### config.mk
export PLATFORM = sky130hd
export DESIGN_NAME = vga_fb_arbiter
export DESIGN_NICKNAME = d
export VERILOG_FILES = /design/src/rtl/vga_pkg.sv /design/src/rtl/vga_wr_fifo.sv /design/src/rtl/vga_fb_arbiter.sv
export SDC_FILE = /design/constraint.sdc
export NUM_CORES = 1
export LEC_CHECK = 0
export CAP_MARGIN = 10
export CORE_MARGIN = 1.5
export CORE_UTILIZATION = 49
export DETAILED_ROUTE_END_ITERATION = 12
export PLACE_DENSITY = 0.76
export SYNTH_ARGS = -nofsm -noshare
export SYNTH_HDL_FRONTEND = slang
export SYNTH_SLANG_ARGS = --single-unit
### constraint.sdc
create_clock -name clk -period 2.1 [get_ports clk]
set_input_delay 0.42 -clock clk [delete_from_list [all_inputs] [get_ports clk]]
set_output_delay 0.42 -clock clk [all_outputs]
set_load 0.1 [all_outputs]
### src/rtl/vga_pkg.sv
`default_nettype none
// ============================================================================
// Module   : vga_pkg
// Purpose  : Shared types and constants for the VGA framebuffer arbiter.
//            Holds the grant-state encoding and the default 640x480 active
//            video geometry.
// Ports    : none (package)
// Revision : 1.0 - initial release
// ============================================================================
package vga_pkg;

    // Per-cycle memory grant: who owns the framebuffer port this cycle.
    typedef enum logic [1:0] {
        IDLE  = 2'd0,
        DISP  = 2'd1,
        WRITE = 2'd2
    } grant_state_t;

    // Default active video geometry (640x480).
    localparam int H_VIDEO_DEFAULT = 640;
    localparam int V_VIDEO_DEFAULT = 480;

endpackage : vga_pkg
`default_nettype wire

### src/rtl/vga_wr_fifo.sv
`default_nettype none
// ============================================================================
// Module   : vga_wr_fifo
// Purpose  : Small synchronous FIFO buffering host framebuffer writes.
//            DEPTH must be a power of two, at least 2. Read data is the
//            current head entry (no read latency); a push into an empty
//            FIFO becomes visible at the head after the next clock edge.
// Ports    : clk, reset (async, active-high)
//            push, wdata        - write side
//            pop, rdata         - read side (head entry)
//            full, empty        - occupancy flags
// Revision : 1.0 - initial release
// ============================================================================
module vga_wr_fifo #(
    parameter int DEPTH = 4,
    parameter int WIDTH = 8
) (
    input  logic             clk,
    input  logic             reset,
    input  logic             push,
    input  logic [WIDTH-1:0] wdata,
    input  logic             pop,
    output logic [WIDTH-1:0] rdata,
    output logic             full,
    output logic             empty
);

    localparam int AW = $clog2(DEPTH);

    logic [WIDTH-1:0] r_mem [DEPTH];
    // One extra pointer bit distinguishes full from empty when indices match.
    logic [AW:0]      r_wr_ptr;
    logic [AW:0]      r_rd_ptr;
    logic             w_do_push;
    logic             w_do_pop;

    assign w_do_push = push && !full;
    assign w_do_pop  = pop && !empty;

    always_ff @(posedge clk or posedge reset) begin
        if (reset) begin
            r_wr_ptr <= '0;
            r_rd_ptr <= '0;
        end else begin
            if (w_do_push) r_wr_ptr <= r_wr_ptr + 1'b1;
            if (w_do_pop)  r_rd_ptr <= r_rd_ptr + 1'b1;
        end
    end

    // Storage needs no reset: entries are only read once the pointers say so.
    always_ff @(posedge clk) begin
        if (w_do_push) r_mem[r_wr_ptr[AW-1:0]] <= wdata;
    end

    assign rdata = r_mem[r_rd_ptr[AW-1:0]];
    assign empty = (r_wr_ptr == r_rd_ptr);
    assign full  = (r_wr_ptr[AW] != r_rd_ptr[AW]) &&
                   (r_wr_ptr[AW-1:0] == r_rd_ptr[AW-1:0]);

endmodule : vga_wr_fifo
`default_nettype wire

### src/rtl/vga_fb_arbiter.sv
`default_nettype none
// ============================================================================
// Module   : vga_fb_arbiter
// Purpose  : Arbitrates a single-port framebuffer between display refresh
//            reads (absolute priority) and buffered host writes.
// Ports    : clk, reset (async, active-high)
//            h_counter_next, v_counter_next, will_display - timing generator
//            host_valid/host_ready/host_addr/host_data    - host write port
//            mem_en/mem_we/mem_addr/mem_wdata/mem_rdata    - memory port
//            pixel_out, pixel_valid                        - display output
//            host_stall_count (only with VGA_FB_ARB_STALL_CNT_EN defined)
// Options  : `define VGA_FB_ARB_STALL_CNT_EN adds a saturating 16-bit count
//            of cycles in which the host is back-pressured.
// Revision : 1.0 - initial release
// ============================================================================
module vga_fb_arbiter
    import vga_pkg::*;
#(
    parameter int H_VIDEO       = H_VIDEO_DEFAULT,
    parameter int V_VIDEO       = V_VIDEO_DEFAULT,
    parameter int COUNTER_WIDTH = 10,
    parameter int ADDR_WIDTH    = 19,
    parameter int DATA_WIDTH    = 8,
    parameter int FIFO_DEPTH    = 4
) (
    input  logic                     clk,
    input  logic                     reset,
    input  logic [COUNTER_WIDTH-1:0] h_counter_next,
    input  logic [COUNTER_WIDTH-1:0] v_counter_next,
    input  logic                     will_display,
    input  logic                     host_valid,
    output logic                     host_ready,
    input  logic [ADDR_WIDTH-1:0]    host_addr,
    input  logic [DATA_WIDTH-1:0]    host_data,
`ifdef VGA_FB_ARB_STALL_CNT_EN
    output logic [15:0]              host_stall_count,
`endif
    output logic                     mem_en,
    output logic                     mem_we,
    output logic [ADDR_WIDTH-1:0]    mem_addr,
    output logic [DATA_WIDTH-1:0]    mem_wdata,
    input  logic [DATA_WIDTH-1:0]    mem_rdata,
    output logic [DATA_WIDTH-1:0]    pixel_out,
    output logic                     pixel_valid
);

    localparam logic [ADDR_WIDTH-1:0] LAST_ADDR = ADDR_WIDTH'(H_VIDEO * V_VIDEO - 1);
    localparam int                    FW        = ADDR_WIDTH + DATA_WIDTH;

    grant_state_t          r_state;
    grant_state_t          w_next_state;
    logic [ADDR_WIDTH-1:0] r_pix_ptr;
    logic [ADDR_WIDTH-1:0] w_fb_addr;
    logic                  w_fifo_full;
    logic                  w_fifo_empty;
    logic                  w_push;
    logic                  w_pop;
    logic [FW-1:0]         w_fifo_head;
    logic                  r_disp_d1;
    logic                  r_pixel_valid;

    // Ready drops combinationally with reset so the host sees back-pressure
    // for the whole time reset is held.
    assign host_ready = !w_fifo_full && !reset;
    assign w_push     = host_valid && host_ready;
    assign w_pop      = (w_next_state == WRITE);

    vga_wr_fifo #(
        .DEPTH (FIFO_DEPTH),
        .WIDTH (FW)
    ) u_wr_fifo (
        .clk   (clk),
        .reset (reset),
        .push  (w_push),
        .wdata ({host_addr, host_data}),
        .pop   (w_pop),
        .rdata (w_fifo_head),
        .full  (w_fifo_full),
        .empty (w_fifo_empty)
    );

    // Frame start re-synchronises the read pointer to the top-left pixel.
    assign w_fb_addr = (will_display && (h_counter_next == '0) && (v_counter_next == '0))
                       ? '0 : r_pix_ptr;

    always_comb begin
        w_next_state = IDLE;
        if (will_display)       w_next_state = DISP;
        else if (!w_fifo_empty) w_next_state = WRITE;
    end

    always_ff @(posedge clk or posedge reset) begin
        if (reset) begin
            r_state   <= IDLE;
            r_pix_ptr <= '0;
            mem_addr  <= '0;
            mem_wdata <= '0;
        end else begin
            r_state <= w_next_state;
            case (w_next_state)
                DISP: begin
                    mem_addr  <= w_fb_addr;
                    r_pix_ptr <= (w_fb_addr == LAST_ADDR) ? '0 : w_fb_addr + 1'b1;
                end
                WRITE: begin
                    mem_addr  <= w_fifo_head[FW-1:DATA_WIDTH];
                    mem_wdata <= w_fifo_head[DATA_WIDTH-1:0];
                end
                default: ;  // IDLE: address and data hold
            endcase
        end
    end

    // Enables decode straight from the registered grant.
    assign mem_en = (r_state != IDLE);
    assign mem_we = (r_state == WRITE);

    // Two stages: one for the registered request, one for the memory latency.
    always_ff @(posedge clk or posedge reset) begin
        if (reset) begin
            r_disp_d1     <= 1'b0;
            r_pixel_valid <= 1'b0;
        end else begin
            r_disp_d1     <= will_display;
            r_pixel_valid <= r_disp_d1;
        end
    end

    assign pixel_valid = r_pixel_valid;
    assign pixel_out   = r_pixel_valid ? mem_rdata : '0;

`ifdef VGA_FB_ARB_STALL_CNT_EN
    logic [15:0] r_stall_count;

    always_ff @(posedge clk or posedge reset) begin
        if (reset) begin
            r_stall_count <= '0;
        end else if (host_valid && !host_ready && (r_stall_count != 16'hFFFF)) begin
            r_stall_count <= r_stall_count + 16'd1;
        end
    end

    assign host_stall_count = r_stall_count;
`endif

endmodule : vga_fb_arbiter
`default_nettype wire

==> results.cfg <==
[yosys]
synth-async-reset-ratio_pct = 33.74
ys_seq_area_share_pct = 67.81
ys.flop_type = edfxtp_1
synth_fp_nets = 488
avgSynthCellArea_sq_um = 16.11
ys_ff_latch = 163
netlist_instances = 423
synth_warnings = 0
synth.distinct_cells = 48
netlist_area_sq_mm = 0.006813
synth_edf_count = 108

[clocking]
cts_tree = done
cts_sinks = 163
cts_made_buffers = 17
cts_buffer_depth = 2
cts.clk_slew.worst_paths_ns = 0.06
htree_levels = 4
clk_latency_ns = 0.43
cts-root-buf = clkbuf_16

[grt]
grt_pass1_vias = 4528
antenna_found_initial = 0
grt_max_degree = 69
grt_pass1_wl_mm = 23.92
grt-ovfl-total = 0
track_usage_pct = 22.24

[worst_setup_path]
path_delay_family = simple AND/OR/NAND/NOR gates
end_kind = flip-flop
r2r_cells = 5
r2r-start = r_pix_ptr[7]
cp_data_arrival_time_ns = 2.45
cp_max_fo = 6
slowest_delay_ns = 0.39
worst-path-stages = 12
path_cells = buf_6 -> nor4_4 -> nand3b_1 -> or3_4 -> and2_4 -> ha_4 -> nand4_4 -> nor4_4 -> nand2_2 -> buf_6 -> and3_4 -> a22o_1
cp_slowest_cell = or3_4
crit_buf_inv = 2
startpoint = h_counter_next[2]
criticalPathCategory = in2reg
cp-start-kind = input port
worst_ep_required_time_ns = 2.46

[routing]
routed_wirelength_mm = 15.36
drt_iter0_drc = 339
drt_pass1_iterations = 4
postRouteAntennaNets = 0
viasPerCell = 5.907
drcViolationCount = 0
wl_per_cell_um = 20.73
num_vias = 4377

[floorplanning]
row_count = 42
dieArea_sq_mm = 0.01462
fp.dieH_um = 120.9
core_area_sq_mm = 0.01340
die_w_um = 120.9
ios = 98
initial_core_util_pct = 50.84

[final_layout]
antenna_cells = 0
fin_area_sq_mm = 0.009052
drive_above_1_share_pct = 36.64
multi_input_area_sq_mm = 0.002306
regArea_sq_mm = 0.004621
syn_to_final_growth_pct = 32.87
nFillCells = 911
nets = 617

[power]
power_density_mw_per_mm2 = 1414
power_uw = 12800
peakVddDrop_uv = 1082
leakagePower_uw = 0.003479

[timing]
setup_viol = 0
hold_violations = 0
relSlewSlack_pct = 52.36
skew_ns = 0.009127
period_share_pct = 99.49
drv_slew = 0
final.min_clock_period_ns = 2.089
max_freq_ghz = 0.4786
worst_pin_slew_ns = 0.7147
rsz0062_at_grt = true

[placement]
place_area_sq_mm = 0.008324
numPortBuffers = 97
dpl.hpwl_mm = 9.848
gp_congestion = 0.9068

[hold_path]
hp-class = in2async

[status]
outcome = complete, no violations

[job]
cap_violations = 0
Yosys cell counts (2+ instances only):
| cell type | number | area, sq um |
|---|---|---|
| edfxtp_1 | 108 | 3243 |
| dfrtp_1 | 55 | 1376 |
| mux4_2 | 27 | 608.1 |
| nand2_1 | 27 | 101.4 |
| mux2i_1 | 20 | 200.2 |
| o22ai_1 | 15 | 93.84 |
| and2_1 | 11 | 68.82 |
| buf_2 | 11 | 55.05 |
| mux2_2 | 11 | 123.9 |
| and3_1 | 9 | 56.30 |
| nor2_1 | 9 | 33.78 |
| nor2b_1 | 9 | 56.30 |
| o31ai_1 | 9 | 67.56 |
| clkbuf_1 | 8 | 30.03 |
| nand3_1 | 8 | 40.04 |
| nor3_1 | 7 | 35.03 |
| o21ai_0 | 7 | 35.03 |
| a22o_1 | 6 | 52.55 |
| ha_1 | 6 | 75.07 |
| nand4_1 | 6 | 37.54 |
| inv_1 | 5 | 18.77 |
| nor4_1 | 5 | 31.28 |
| xnor2_1 | 4 | 35.03 |
| a31oi_1 | 3 | 18.77 |
| a41oi_1 | 3 | 26.28 |
| and4_1 | 3 | 26.28 |
| xor2_1 | 3 | 26.28 |
| a21boi_0 | 2 | 15.01 |
| a21o_1 | 2 | 15.01 |
| buf_1 | 2 | 7.510 |
| buf_6 | 2 | 22.52 |
| nand3b_1 | 2 | 15.01 |
| o211ai_1 | 2 | 15.01 |
| o21a_1 | 2 | 15.01 |
what timing repair did:
action / 4_1_cts / 5_1_grt
resized for setup: 59 / 29
hold buffers: 0 / 0
pin swaps: 20 / 21
setup endpoints to repair: 19 / 20
setup buffers: 4 / 1
flip-flops by register name (all words and copies together) (netlist names):
name,cells
mem_wdata,8
r_state,2
mem_addr,19
pixel_valid,1
u_wr_fifo.r_wr_ptr,3
u_wr_fifo.r_mem,108
u_wr_fifo.r_rd_ptr,3
r_pix_ptr,19
placed cells by master, fill, tap and decap left out, types with 7 or more instances in the layout:
master and instances:
nor2_1 8, dfrtp_1 54, mux2i_1 20, mux4_2 27
nand2_1 27, edfxtp_1 108, nor2b_1 8, buf_12 17
mux2_2 11, nand3_1 7, buf_6 7, buf_4 53
clkbuf_2 9, clkbuf_16 17, and2_2 8, o22ai_1 15
clkdlybuf4s50_1 37
where the power goes:
group	switching, uW	leakage (uW)	internal, uW	total [uW]
clock	1290	0.000284	1680	2970
combinational	3460	0.00155	1920	5370
sequential	392	0.00164	4060	4450
total	5140	0.00348	7650	12800
cell type report:
type / instances / area share [%]
multi-input cells: 232 / 25.47
inverters: 5 / 0.2073
clock inverters: 14 / 1.424
flip-flops and latches: 163 / 51.04
repair buffers: 133 / 14.57
clock buffers: 18 / 4.851
well taps: 176 / 2.433
per-stage QoR:
step | worst slack (ns) | TNS (ns) | util [%] | hold slack (ns) | instances
final | 0.01068 | 0 | 67.55 | 0.3034 | 741
after global placement | -0.7335 | -14.21 | 62.12 | 0.3991 | 704
after global routing | -0.09557 | -1.122 | 67.55 | 0.2968 | 741
after detailed placement | -0.8442 | -15.98 | 62.12 | 0.4017 | 704
after floorplan | -0.3475 | -4.415 | - | 0.3844 | 423
after CTS | 0.0005302 | 0 | 67.08 | 0.2772 | 740
layer usage:
metal	vias to the layer above	routed length [um]	global-route usage, %
li1	1929	-	-
met1	2261	6145	27.50
met2	159	7892	37.14
met3	28	973	5.921
met4	0	348	9.559
met5	-	0	0
path summary, 6_finish.rpt:
path,to,slack [ns]
min in group clk,pixel_valid,0.42
max in group asynchronous,mem_addr[10],1.35
setup / recovery,r_pix_ptr[12],0.01
setup reg to reg,r_pix_ptr[17],0.03
hold reg to reg,pixel_valid,0.42
hold / removal,u_wr_fifo.r_rd_ptr[1],0.30
cell families (layout without fill, tap and decap cells):
kind of cell	count (synthesis)	after routing	synth area share (%)
AOI/OAI and AO/OA	55	55	5.693
xor gates and xnor gates	7	7	0.8999
adders and majority gates	6	6	1.102
buffers and inverters	28	170	1.965
DFF	163	163	67.81
muxes	58	58	13.68
and+or+nand+nor	106	106	8.852
Note: power is estimated with default switching activity, not from simulation.
